<file path="src/rtl/unified_mem_arbiter.sv">
// Shares one single-ported instruction/data RAM between the IF (read-only) and MEM (read/write) stages.
// One access in flight at a time; MEM has priority unless IF has waited through STARVE_LIMIT MEM grants.
module unified_mem_arbiter #(
    parameter int ADDR_WIDTH   = 32,
    parameter int DATA_WIDTH   = 32,
    parameter int MEM_LATENCY  = 2,
    parameter int STARVE_LIMIT = 4
) (
    input  logic                  clk,
    input  logic                  reset,
    input  logic                  if_req,
    input  logic [ADDR_WIDTH-1:0] if_addr,
    output logic                  if_ack,
    output logic [DATA_WIDTH-1:0] if_rdata,
    input  logic                  mem_req,
    input  logic                  mem_we,
    input  logic [ADDR_WIDTH-1:0] mem_addr,
    input  logic [DATA_WIDTH-1:0] mem_wdata,
    output logic                  mem_ack,
    output logic [DATA_WIDTH-1:0] mem_rdata,
    output logic                  ram_en,
    output logic                  ram_we,
    output logic [ADDR_WIDTH-1:0] ram_addr,
    output logic [DATA_WIDTH-1:0] ram_wdata,
    input  logic [DATA_WIDTH-1:0] ram_rdata,
    output logic                  stall_if,
    output logic                  stall_mem,
    output logic                  busy
);

    localparam logic [1:0] S_IDLE   = 2'd0;
    localparam logic [1:0] S_ACCESS = 2'd1;
    localparam logic [1:0] S_WAIT   = 2'd2;
    localparam logic [1:0] S_RESP   = 2'd3;

    localparam logic [3:0] LAT_LOAD = 4'(MEM_LATENCY - 1);
    localparam logic [3:0] STARVE_MAX = 4'(STARVE_LIMIT);

    logic [1:0]            r_state;
    logic                  r_grant_if;
    logic                  r_we;
    logic [3:0]            r_wait_cnt;
    logic [3:0]            r_starve_cnt;
    logic                  r_if_ack;
    logic                  r_mem_ack;
    logic [DATA_WIDTH-1:0] r_if_rdata;
    logic [DATA_WIDTH-1:0] r_mem_rdata;
    logic                  r_ram_en;
    logic                  r_ram_we;
    logic [ADDR_WIDTH-1:0] r_ram_addr;
    logic [DATA_WIDTH-1:0] r_ram_wdata;

    logic                  w_pick_if;

    // IF goes first when MEM is absent or when IF has been starved long enough
    assign w_pick_if = if_req & (~mem_req | (r_starve_cnt == STARVE_MAX));

    always_ff @(posedge clk or negedge reset) begin
        if (!reset) begin
            r_state      <= S_IDLE;
            r_grant_if   <= 1'b0;
            r_we         <= 1'b0;
            r_wait_cnt   <= '0;
            r_starve_cnt <= '0;
            r_if_ack     <= 1'b0;
            r_mem_ack    <= 1'b0;
            r_if_rdata   <= '0;
            r_mem_rdata  <= '0;
            r_ram_en     <= 1'b0;
            r_ram_we     <= 1'b0;
            r_ram_addr   <= '0;
            r_ram_wdata  <= '0;
        end else begin
            r_if_ack  <= 1'b0;
            r_mem_ack <= 1'b0;
            r_ram_en  <= 1'b0;
            case (r_state)
                S_IDLE: begin
                    if (w_pick_if) begin
                        r_grant_if   <= 1'b1;
                        r_we         <= 1'b0;
                        r_ram_en     <= 1'b1;
                        r_ram_we     <= 1'b0;
                        r_ram_addr   <= if_addr;
                        r_ram_wdata  <= '0;
                        r_starve_cnt <= '0;
                        r_state      <= S_ACCESS;
                    end else if (mem_req) begin
                        r_grant_if  <= 1'b0;
                        r_we        <= mem_we;
                        r_ram_en    <= 1'b1;
                        r_ram_we    <= mem_we;
                        r_ram_addr  <= mem_addr;
                        r_ram_wdata <= mem_wdata;
                        if (!if_req)
                            r_starve_cnt <= '0;
                        else if (r_starve_cnt != STARVE_MAX)
                            r_starve_cnt <= r_starve_cnt + 4'd1;
                        r_state <= S_ACCESS;
                    end
                end
                S_ACCESS: begin
                    r_ram_we <= 1'b0;
                    if (r_we) begin
                        r_mem_ack <= 1'b1;
                        r_state   <= S_RESP;
                    end else begin
                        r_wait_cnt <= LAT_LOAD;
                        r_state    <= S_WAIT;
                    end
                end
                S_WAIT: begin
                    if (r_wait_cnt == '0) begin
                        if (r_grant_if) begin
                            r_if_rdata <= ram_rdata;
                            r_if_ack   <= 1'b1;
                        end else begin
                            r_mem_rdata <= ram_rdata;
                            r_mem_ack   <= 1'b1;
                        end
                        r_state <= S_RESP;
                    end else begin
                        r_wait_cnt <= r_wait_cnt - 4'd1;
                    end
                end
                default: begin
                    r_state <= S_IDLE;
                end
            endcase
        end
    end

    assign if_ack    = r_if_ack;
    assign if_rdata  = r_if_rdata;
    assign mem_ack   = r_mem_ack;
    assign mem_rdata = r_mem_rdata;
    assign ram_en    = r_ram_en;
    assign ram_we    = r_ram_we;
    assign ram_addr  = r_ram_addr;
    assign ram_wdata = r_ram_wdata;
    assign stall_if  = if_req & ~r_if_ack;
    assign stall_mem = mem_req & ~r_mem_ack;
    assign busy      = (r_state != S_IDLE);

endmodule
</file>
<file path="config.mk">
export PLATFORM = sky130hd
export DESIGN_NAME = unified_mem_arbiter
export DESIGN_NICKNAME = d
export VERILOG_FILES = /design/src/rtl/unified_mem_arbiter.sv
export SDC_FILE = /design/constraint.sdc
export NUM_CORES = 1
export LEC_CHECK = 0
export BUFFER_PORTS_ARGS = -buffer_cell sky130_fd_sc_hd__buf_2
export CAP_MARGIN = 40
export CORE_ASPECT_RATIO = 0.9
export CORE_UTILIZATION = 43
export CTS_CLUSTER_DIAMETER = 150
export DETAILED_ROUTE_END_ITERATION = 12
export PLACE_DENSITY = 0.74
export SETUP_SLACK_MARGIN = 0.02
export SKIP_CTS_REPAIR_TIMING = 1
export SLEW_MARGIN = 15
export SYNTH_ARGS = -nofsm -noshare
export SYNTH_HDL_FRONTEND = slang
export SYNTH_SLANG_ARGS = --single-unit
</file>
<file path="constraint.sdc">
create_clock -name clk -period 2 [get_ports clk]
set_clock_uncertainty 0.2 [all_clocks]
set_input_delay 0.5 -clock clk [delete_from_list [all_inputs] [get_ports clk]]
set_output_delay 0.5 -clock clk [all_outputs]
set_load 0.02 [all_outputs]
</file>
; ---- Yosys cells after proc, flatten, opt, wreduce, memory -nomap -nowiden
; Cells that the tools add are included.
[totals]
regBits = 144
latch_bits = 0
mem_bits_rw = 0
rom_bits = 0
in_bits = 133
wordCells = 76
mem_count = 0
[op_classes]
addsub = 2
mul = 0
n_div = 0
order_cmp = 0
n_eq_ne = 9
n_shift = 0
mux = 31
bitwise_logic = 8
reduce_logical = 13
[op_table]
columns = operator, count
row1 = 32-bit two-way mux, 4
row2 = 4-bit two-way mux, 6
row3 = 1-bit two-way mux, 14
row4 = 3-bit AND reduction, 4
row5 = 4-bit case mux with 2 select lines, 1
row6 = 2-bit nonzero test, 4
row7 = 2-bit two-way mux, 3
row8 = 2-bit != test (second input constant), 3
row9 = 2-bit case mux with 3 select lines, 1
row10 = 2-bit AND reduction, 3
row11 = 4-bit by 1-bit adder with 4-bit output (second input constant), 1
row12 = 4-bit by 3-bit == test with 1-bit output (second input constant), 1
row13 = 4-bit logical NOT, 1
row14 = 4-bit by 3-bit != test with 1-bit output (second input constant), 1
row15 = 1-bit NOT, 4
row16 = 1-bit case mux with 2 select lines, 2
row17 = 4-bit by 1-bit subtractor with 4-bit output (second input constant), 1
row18 = 1-bit bitwise AND, 3
row19 = 3-bit by 1-bit != test with 1-bit output (second input constant), 1
row20 = 3-bit != test (second input constant), 1
row21 = 2-bit by 1-bit == test with 1-bit output (second input constant), 1
row22 = 2-bit == test (second input constant), 1
row23 = 2-bit logical NOT, 1
row24 = 1-bit bitwise OR, 1

; ---- Logic depth before layout (Yosys ltp)
; Gate-level depths: netlist of run 1.
[depth]
word_depth = 5
ltp_mapped = 8
ltp_nobuf = 6

; ---- Worst setup path before layout of run 1
; OpenSTA, ideal clock, no wires.
[synth_path]
path_type = reg2reg
startpoint = reg r_wait_cnt[0]
endpoint = reg r_mem_rdata[0], in the netlist mem_rdata[0]
arrival_ps = 1750
required_ps = 1675
path_slack_ps = -75
path_stages_with_launch = 8
path_buffers = 1
synth_period_minus_slack_ps = 2075
path_cell_list = dfrtp_1 -> inv_1 -> ha_1 -> nor3b_4 -> nand2_1 -> nor2_4 -> buf_6 -> mux2_2
[synth_between]
elab_chain_len = 2
[synth_lines]
columns = item, line
row1 = start: declaration, 42  ; logic [3:0] r_wait_cnt;
row2 = start signal: assignment, 123  ; r_wait_cnt <= r_wait_cnt - 4'd1;
row3 = 4-bit logical NOT, 113  ; if (r_wait_cnt == '0) begin
row4 = 3-bit AND reduction (no source line), n/a
row5 = end signal: assignment, 118  ; r_mem_rdata <= ram_rdata;
row6 = end: declaration, 47  ; logic [DATA_WIDTH-1:0] r_mem_rdata;
; No other way between the ends.
; A chain may end at the register's enable or synchronous reset.

; ---- Final worst setup path of run 1
[layout_path]
startpoint = reg r_wait_cnt[0]
endpoint = reg r_mem_rdata[5], in the netlist mem_rdata[5]
; Same word-level chain as after synthesis.

==> impl_metrics.csv, run 1 <==
group,metric,value,unit
layout,nets,973,
critical_path,critPathRequiredTime,2.10,ns
timing,post-route-period-util,103,%
global_route,grt_usage,21.2,%
clock_tree,clk_pin_slew,0.06,ns
layout,design_area,0.00852,mm²
route,via_per_inst,5.04,
floorplanning,core_region_area,0.0135,mm²
power,seqPwrFrac,33.9,%
global_route,grt_max_degree,51,
layout,drive_gt1_share,48.2,%
place,hpwlAfterDp,10.3,mm
power,p_sw_share,40.1,%
route,drtAntennaViolNets,0,
clock_tree,clk_latency,0.41,ns
critical_path,arrival,2.15,ns
logic_synthesis,ys_seq_area_share,60.1,%
clock_tree,cts-root-buf,"clkbuf_16",
layout,n_fill_cell,1087,
logic_synthesis,ys_warn_count,0,
layout,final_common_cell,"buf_2",
clock_tree,cts_buffers,17,
logic_synthesis,synth_largest_area_cell,"dfrtp_1",
layout,multi_input_area,0.00226,mm²
power,p_leak,4.41,nW
floorplanning,start_util,44.5,%
layout,seq_area,0.00360,mm²
run,max-cap-violations,0,
power,p_clk_share,22.0,%
timing,fin_ws,-0.0507,ns
critical_path,rr_worst_depth,8,
timing,drv_slew,0,
layout,antenna_cells,0,
global_route,grt_pass1_wl,24.0,mm
critical_path,worstPathMaxFanout,6,
clock_tree,cts_buffer_depth,2,
logic_synthesis,netlist_top_cells_area,"dfrtp_1 60%, mux2_2 12%, nand2_1 6.8%, a21oi_1 5.4%, nand3_1 3.2%",
clock_tree,cts_tree,"yes",
floorplanning,dieHeight,114,µm
hold_path,min_path_cells,3,
logic_synthesis,syn-instance-count,549,
clock_tree,htree_levels,4,
logic_synthesis,syn-num-nets,690,
layout,fin_util,63.3,%
timing,rsz0062_at_grt,"true",
critical_path,start_kind,"register",
route,drt_wl_total,16.0,mm
global_route,gr-total-overflow,0,
timing,worst_slew_pin_slew,0.374,ns
hold_path,worstHoldPathType,"in -> reg",
critical_path,endpoint_kind,"register",
clock_tree,clkSinkCount,144,
route,wl_per_cell,15.8,µm
layout,final_cell_mix,"265 x buf_2, 144 x dfrtp_1, 108 x nand2_1",
power,intPower,0.00888,W
logic_synthesis,synth_cell_types,38,
logic_synthesis,synth.cell_area,0.00599,mm²
route,drc,0,
timing,period_minus_slack,2.05,ns
route,drt_iter0_markers,243,
global_route,antenna_found_initial,0,
layout,syn_to_final_growth,42.1,%
timing,fmax,0.488,GHz
logic_synthesis,synth_top_area_share,60.1,%
timing,hold_violations,0,
floorplanning,fp.dieW,126,µm
logic_synthesis,synth_seq_cells,144,
power,p_sw,0.00595,W
floorplanning,placementRows,40,
timing,finalSetupViolations,26,
place,port_buffers,267,
timing,relSlewSlack,75.1,%
status,violations,"negative setup slack",
power,combPwrFrac,44.1,%
status,outcome,"finished, violations left",
power,vdd_ir_drop_max,1.04,mV
route,via_count,5102,
floorplanning,die-area,0.0144,mm²
place,place.gp.congestion,0.759,
global_route,grt_pass1_vias,4883,
place,dpl_cell_area,0.00764,mm²
route,drtPass1Iterations,4,
logic_synthesis,synth_area_per_cell,10.9,µm²
critical_path,path_class,"reg -> reg",
power,power_density,1740,mW/mm²
floorplanning,io_pins,268,
-- final timing paths --
| check | from | endpoint | slack, ns |
|---|---|---|---|
| hold / removal | mem_wdata[0] | ram_wdata[0] | 0.11 |
| setup / recovery | r_wait_cnt[0] | mem_rdata[5] | -0.05 |
| setup reg to reg | r_wait_cnt[0] | mem_rdata[5] | -0.05 |
| hold reg to reg | ram_wdata[13] | ram_wdata[13] | 0.26 |
| min in group asynchronous | reset | mem_rdata[7] | 0.36 |
| max in group asynchronous | reset | ram_addr[27] | 0.68 |
-- power groups by stage --
stage / clock network [W] / registers (W) / logic, W
detailed placement: 0 / 0.00502 / 0.00624
floorplan: 0 / 0.00662 / 0.00235
global route: 0.00346 / 0.00519 / 0.00705
CTS: 0.00332 / 0.00501 / 0.00626
global placement: 0 / 0.00499 / 0.00612
finish: 0.00326 / 0.00503 / 0.00654
-- metrics by stage --
| stage | worst slack, ns | hold slack, ns | setup TNS, ns | total power (W) | std cells |
|---|---|---|---|---|---|
| 6_report | -0.0507 | 0.109 | -0.716 | 0.0148 | 1013 |
| 3_3_place_gp | 0.0593 | 0.229 | 0 | 0.0111 | 967 |
| 4_1_cts | -0.295 | -0.219 | -1.10 | 0.0146 | 999 |
| 5_1_grt | -0.125 | 0.0864 | -4.15 | 0.0157 | 1013 |
| 3_5_place_dp | -0.00993 | 0.229 | -0.0361 | 0.0113 | 967 |
| 2_1_floorplan | -0.0514 | 0.00441 | -1.47 | 0.00897 | 549 |
-- final cells by class --
type / count / share of cell area [%]
Clock inverter: 15 / 2.16
Inverter: 12 / 0.558
Timing Repair Buffer: 297 / 21.0
Sequential cell: 144 / 42.3
Clock buffer: 17 / 4.99
Tap cell: 168 / 2.47
Multi-Input combinational cell: 360 / 26.5
-- cells in the mapped netlist (all sizes together) --
cell and number:
dfrtp 144, nand2 109, a21oi 65, mux2 65
nand3 39, nor2 39, buf 19, clkbuf 14
inv 12, o21ai 12, ha 8, a2bb2oi 2
nor2b 2, nor3 2, a2111o 1, a21bo 1
a21boi 1, a22oi 1, a31oi 1, and2 1
nand2b 1, nand3b 1, nand4 1, nor3b 1
o21a 1, o22ai 1, o2bb2ai 1, o311ai 1
o31a 1, o31ai 1, o32ai 1
-- sequential cells by signal, summed over array words and instances (netlist names), 2 cells and up --
register and cells:
r_starve_cnt 4, r_wait_cnt 4, if_rdata 32, ram_addr 32
mem_rdata 32, r_state 2, ram_wdata 32
-- logic make-up (layout without fill, tap and decap cells) --
kind of cell	after synthesis	in the layout	share of synthesized area, %
and+or+nand+nor	196	196	13.9
AOI/OAI and AO/OA	91	91	8.43
buffers and inverters	45	341	3.72
DFF	144	144	60.1
muxes	65	65	12.2
adders and majority gates	8	8	1.67
-- worst max-delay path, cell delays in order, from the launching register on --
cell and delay, ns:
dfrtp_1 0.41, inv_2 0.11, ha_4 0.14, nor3b_4 0.21, nand2_2 0.10, nor2_4 0.15, buf_4 0.17, clkbuf_16 0.16
mux2_4 0.30
-- metal layers --
layer	vias to the layer above	part of all wire [%]	wire length [µm]	track usage, %
met1	2493	44	7030	25.7
met2	170	49	7900	36.3
met4	0	1.4	218	6.83
met3	15	5.6	893	6.52
li1	2424	-	-	-
met5	-	0	0	0
(Power assumes the default switching activity.)
==> run 2: changes to the inputs <==
Settings changed: RECOVER_POWER from default to 25.
==> impl_metrics.csv, run 2 (synthesis gave the netlist of run 1 again) <==
group,metric,value,unit
clock_tree,cts_buffers,17,
route,wl_per_cell,15.8,µm
global_route,gr-total-overflow,0,
timing,period_minus_slack,2.05,ns
timing,hold_violations,0,
timing,worst_slew_pin_slew,0.944,ns
clock_tree,htree_levels,4,
critical_path,arrival,2.15,ns
floorplanning,dieHeight,114,µm
clock_tree,cts_tree,"yes",
layout,seq_area,0.00360,mm²
timing,rsz0062_at_grt,"true",
floorplanning,start_util,44.5,%
hold_path,worstHoldPathType,"in -> reg",
layout,multi_input_area,0.00226,mm²
global_route,grt_usage,21.2,%
layout,nets,973,
clock_tree,clk_pin_slew,0.06,ns
layout,n_fill_cell,1095,
floorplanning,core_region_area,0.0135,mm²
place,place.gp.congestion,0.759,
critical_path,max_stage_delay,0.41,ns
global_route,grt_pass1_vias,4883,
global_route,grt_max_degree,51,
layout,final_common_cell,"buf_2",
power,power_density,1740,mW/mm²
global_route,grt_pass1_wl,24.0,mm
status,outcome,"finished, violations left",
critical_path,endpoint_kind,"register",
clock_tree,clk_latency,0.41,ns
floorplanning,die-area,0.0144,mm²
critical_path,cp.depth,8,
status,violations,"negative setup slack",
layout,drive_gt1_share,48.2,%
critical_path,worstPathMaxFanout,6,
route,drtPass1Iterations,4,
timing,drv_slew,0,
run,max-cap-violations,0,
power,intPower,0.00888,W
timing,fin_ws,-0.0531,ns
route,via_count,5115,
timing,tns,-0.765,ns
power,p_sw_share,40.1,%
clock_tree,cts_buffer_depth,2,
timing,relSlewSlack,37.1,%
place,hpwlAfterDp,10.3,mm
power,p_sw,0.00595,W
power,combPwrFrac,44.0,%
timing,fmax,0.487,GHz
power,seqPwrFrac,34.0,%
clock_tree,cts-root-buf,"clkbuf_16",
route,drtAntennaViolNets,0,
power,vdd_ir_drop_max,1.03,mV
floorplanning,fp.dieW,126,µm
clock_tree,clkSinkCount,144,
global_route,antenna_found_initial,0,
critical_path,path_class,"reg -> reg",
floorplanning,placementRows,40,
place,port_buffers,267,
hold_path,min_path_cells,3,
layout,syn_to_final_growth,41.7,%
critical_path,start_kind,"register",
critical_path,critPathRequiredTime,2.10,ns
timing,post-route-period-util,103,%
power,p_clk_share,22.0,%
timing,holdWs,0.110,ns
floorplanning,io_pins,268,
critical_path,crit_family,"simple AND/OR/NAND/NOR gates",
critical_path,rr_worst_depth,8,
layout,final_cell_mix,"265 x buf_2, 144 x dfrtp_1, 108 x nand2_1",
critical_path,slowest_stage,"dfrtp_1",
place,placed_cells,967,
route,drc,0,
layout,fin_cells,1013,
timing,finalSetupViolations,29,
route,via_per_inst,5.05,
power,p_leak,4.40,nW
layout,fin_util,63.1,%
critical_path,path_cells,"inv_2 -> ha_4 -> nor3b_4 -> nand2_2 -> nor2_4 -> buf_4 -> clkbuf_16 -> mux2_4",
critical_path,critical_path_buf_inv_count,3,
route,drt_wl_total,16.0,mm
route,drt_iter0_markers,228,
layout,antenna_cells,0,
run 2: cell types whose count changed in the layout (fill, tap and decap cells not counted), sizes merged:
cell and delta:
buf -1, clkbuf +1
run 2: stage by stage:
stage	cell area (µm²)	setup slack [ns]	total power (W)
floorplan	6010	-0.0514	0.00897
finish	8500	-0.0531	0.0148
global route	8500	-0.125	0.0157
CTS	8250	-0.295	0.0146
global placement	7640	0.0593	0.0111
detailed placement	7640	-0.00993	0.0113
run 2: layout make-up:
type,count,share of cell area (%)
Inverter,12,0.560
Tap cell,168,2.47
Clock buffer,17,5.01
Clock inverter,15,2.16
Timing Repair Buffer,297,20.8
Multi-Input combinational cell,360,26.6
Sequential cell,144,42.4
run 2: power by group through the flow:
stage / logic [W] / registers, W / clock network, W
final: 0.00653 / 0.00504 / 0.00326
after global routing: 0.00705 / 0.00519 / 0.00346
after CTS: 0.00626 / 0.00501 / 0.00332
after detailed placement: 0.00624 / 0.00502 / 0
after global placement: 0.00612 / 0.00499 / 0
after floorplan: 0.00235 / 0.00662 / 0
run 2: metal layers:
| metal | GRT usage [%] | part of all wire, % |
|---|---|---|
| met4 | 6.83 | 1.4 |
| met1 | 25.7 | 43 |
| met5 | 0 | 0 |
| met3 | 6.52 | 5.8 |
| met2 | 36.3 | 50 |
run 2: path summary, 6_finish.rpt:
check,start,endpoint,slack [ns]
max in group asynchronous,reset,ram_addr[4],0.16
min reg2reg,ram_wdata[13],ram_wdata[13],0.26
min,mem_wdata[0],ram_wdata[0],0.11
max reg2reg,r_wait_cnt[0],mem_rdata[5],-0.05
min in group asynchronous,reset,mem_rdata[7],0.57
max,r_wait_cnt[0],mem_rdata[5],-0.05
run 2: worst register-to-register path: cells and delay by family, from the launching register on:
family                   cells  cell delay, ns
adder cells (fa/ha/maj)      1            0.14
AND/OR/NAND/NOR              3            0.46
multiplexers                 1            0.30
buffers and inverters        3            0.44
flip-flops                   1            0.41
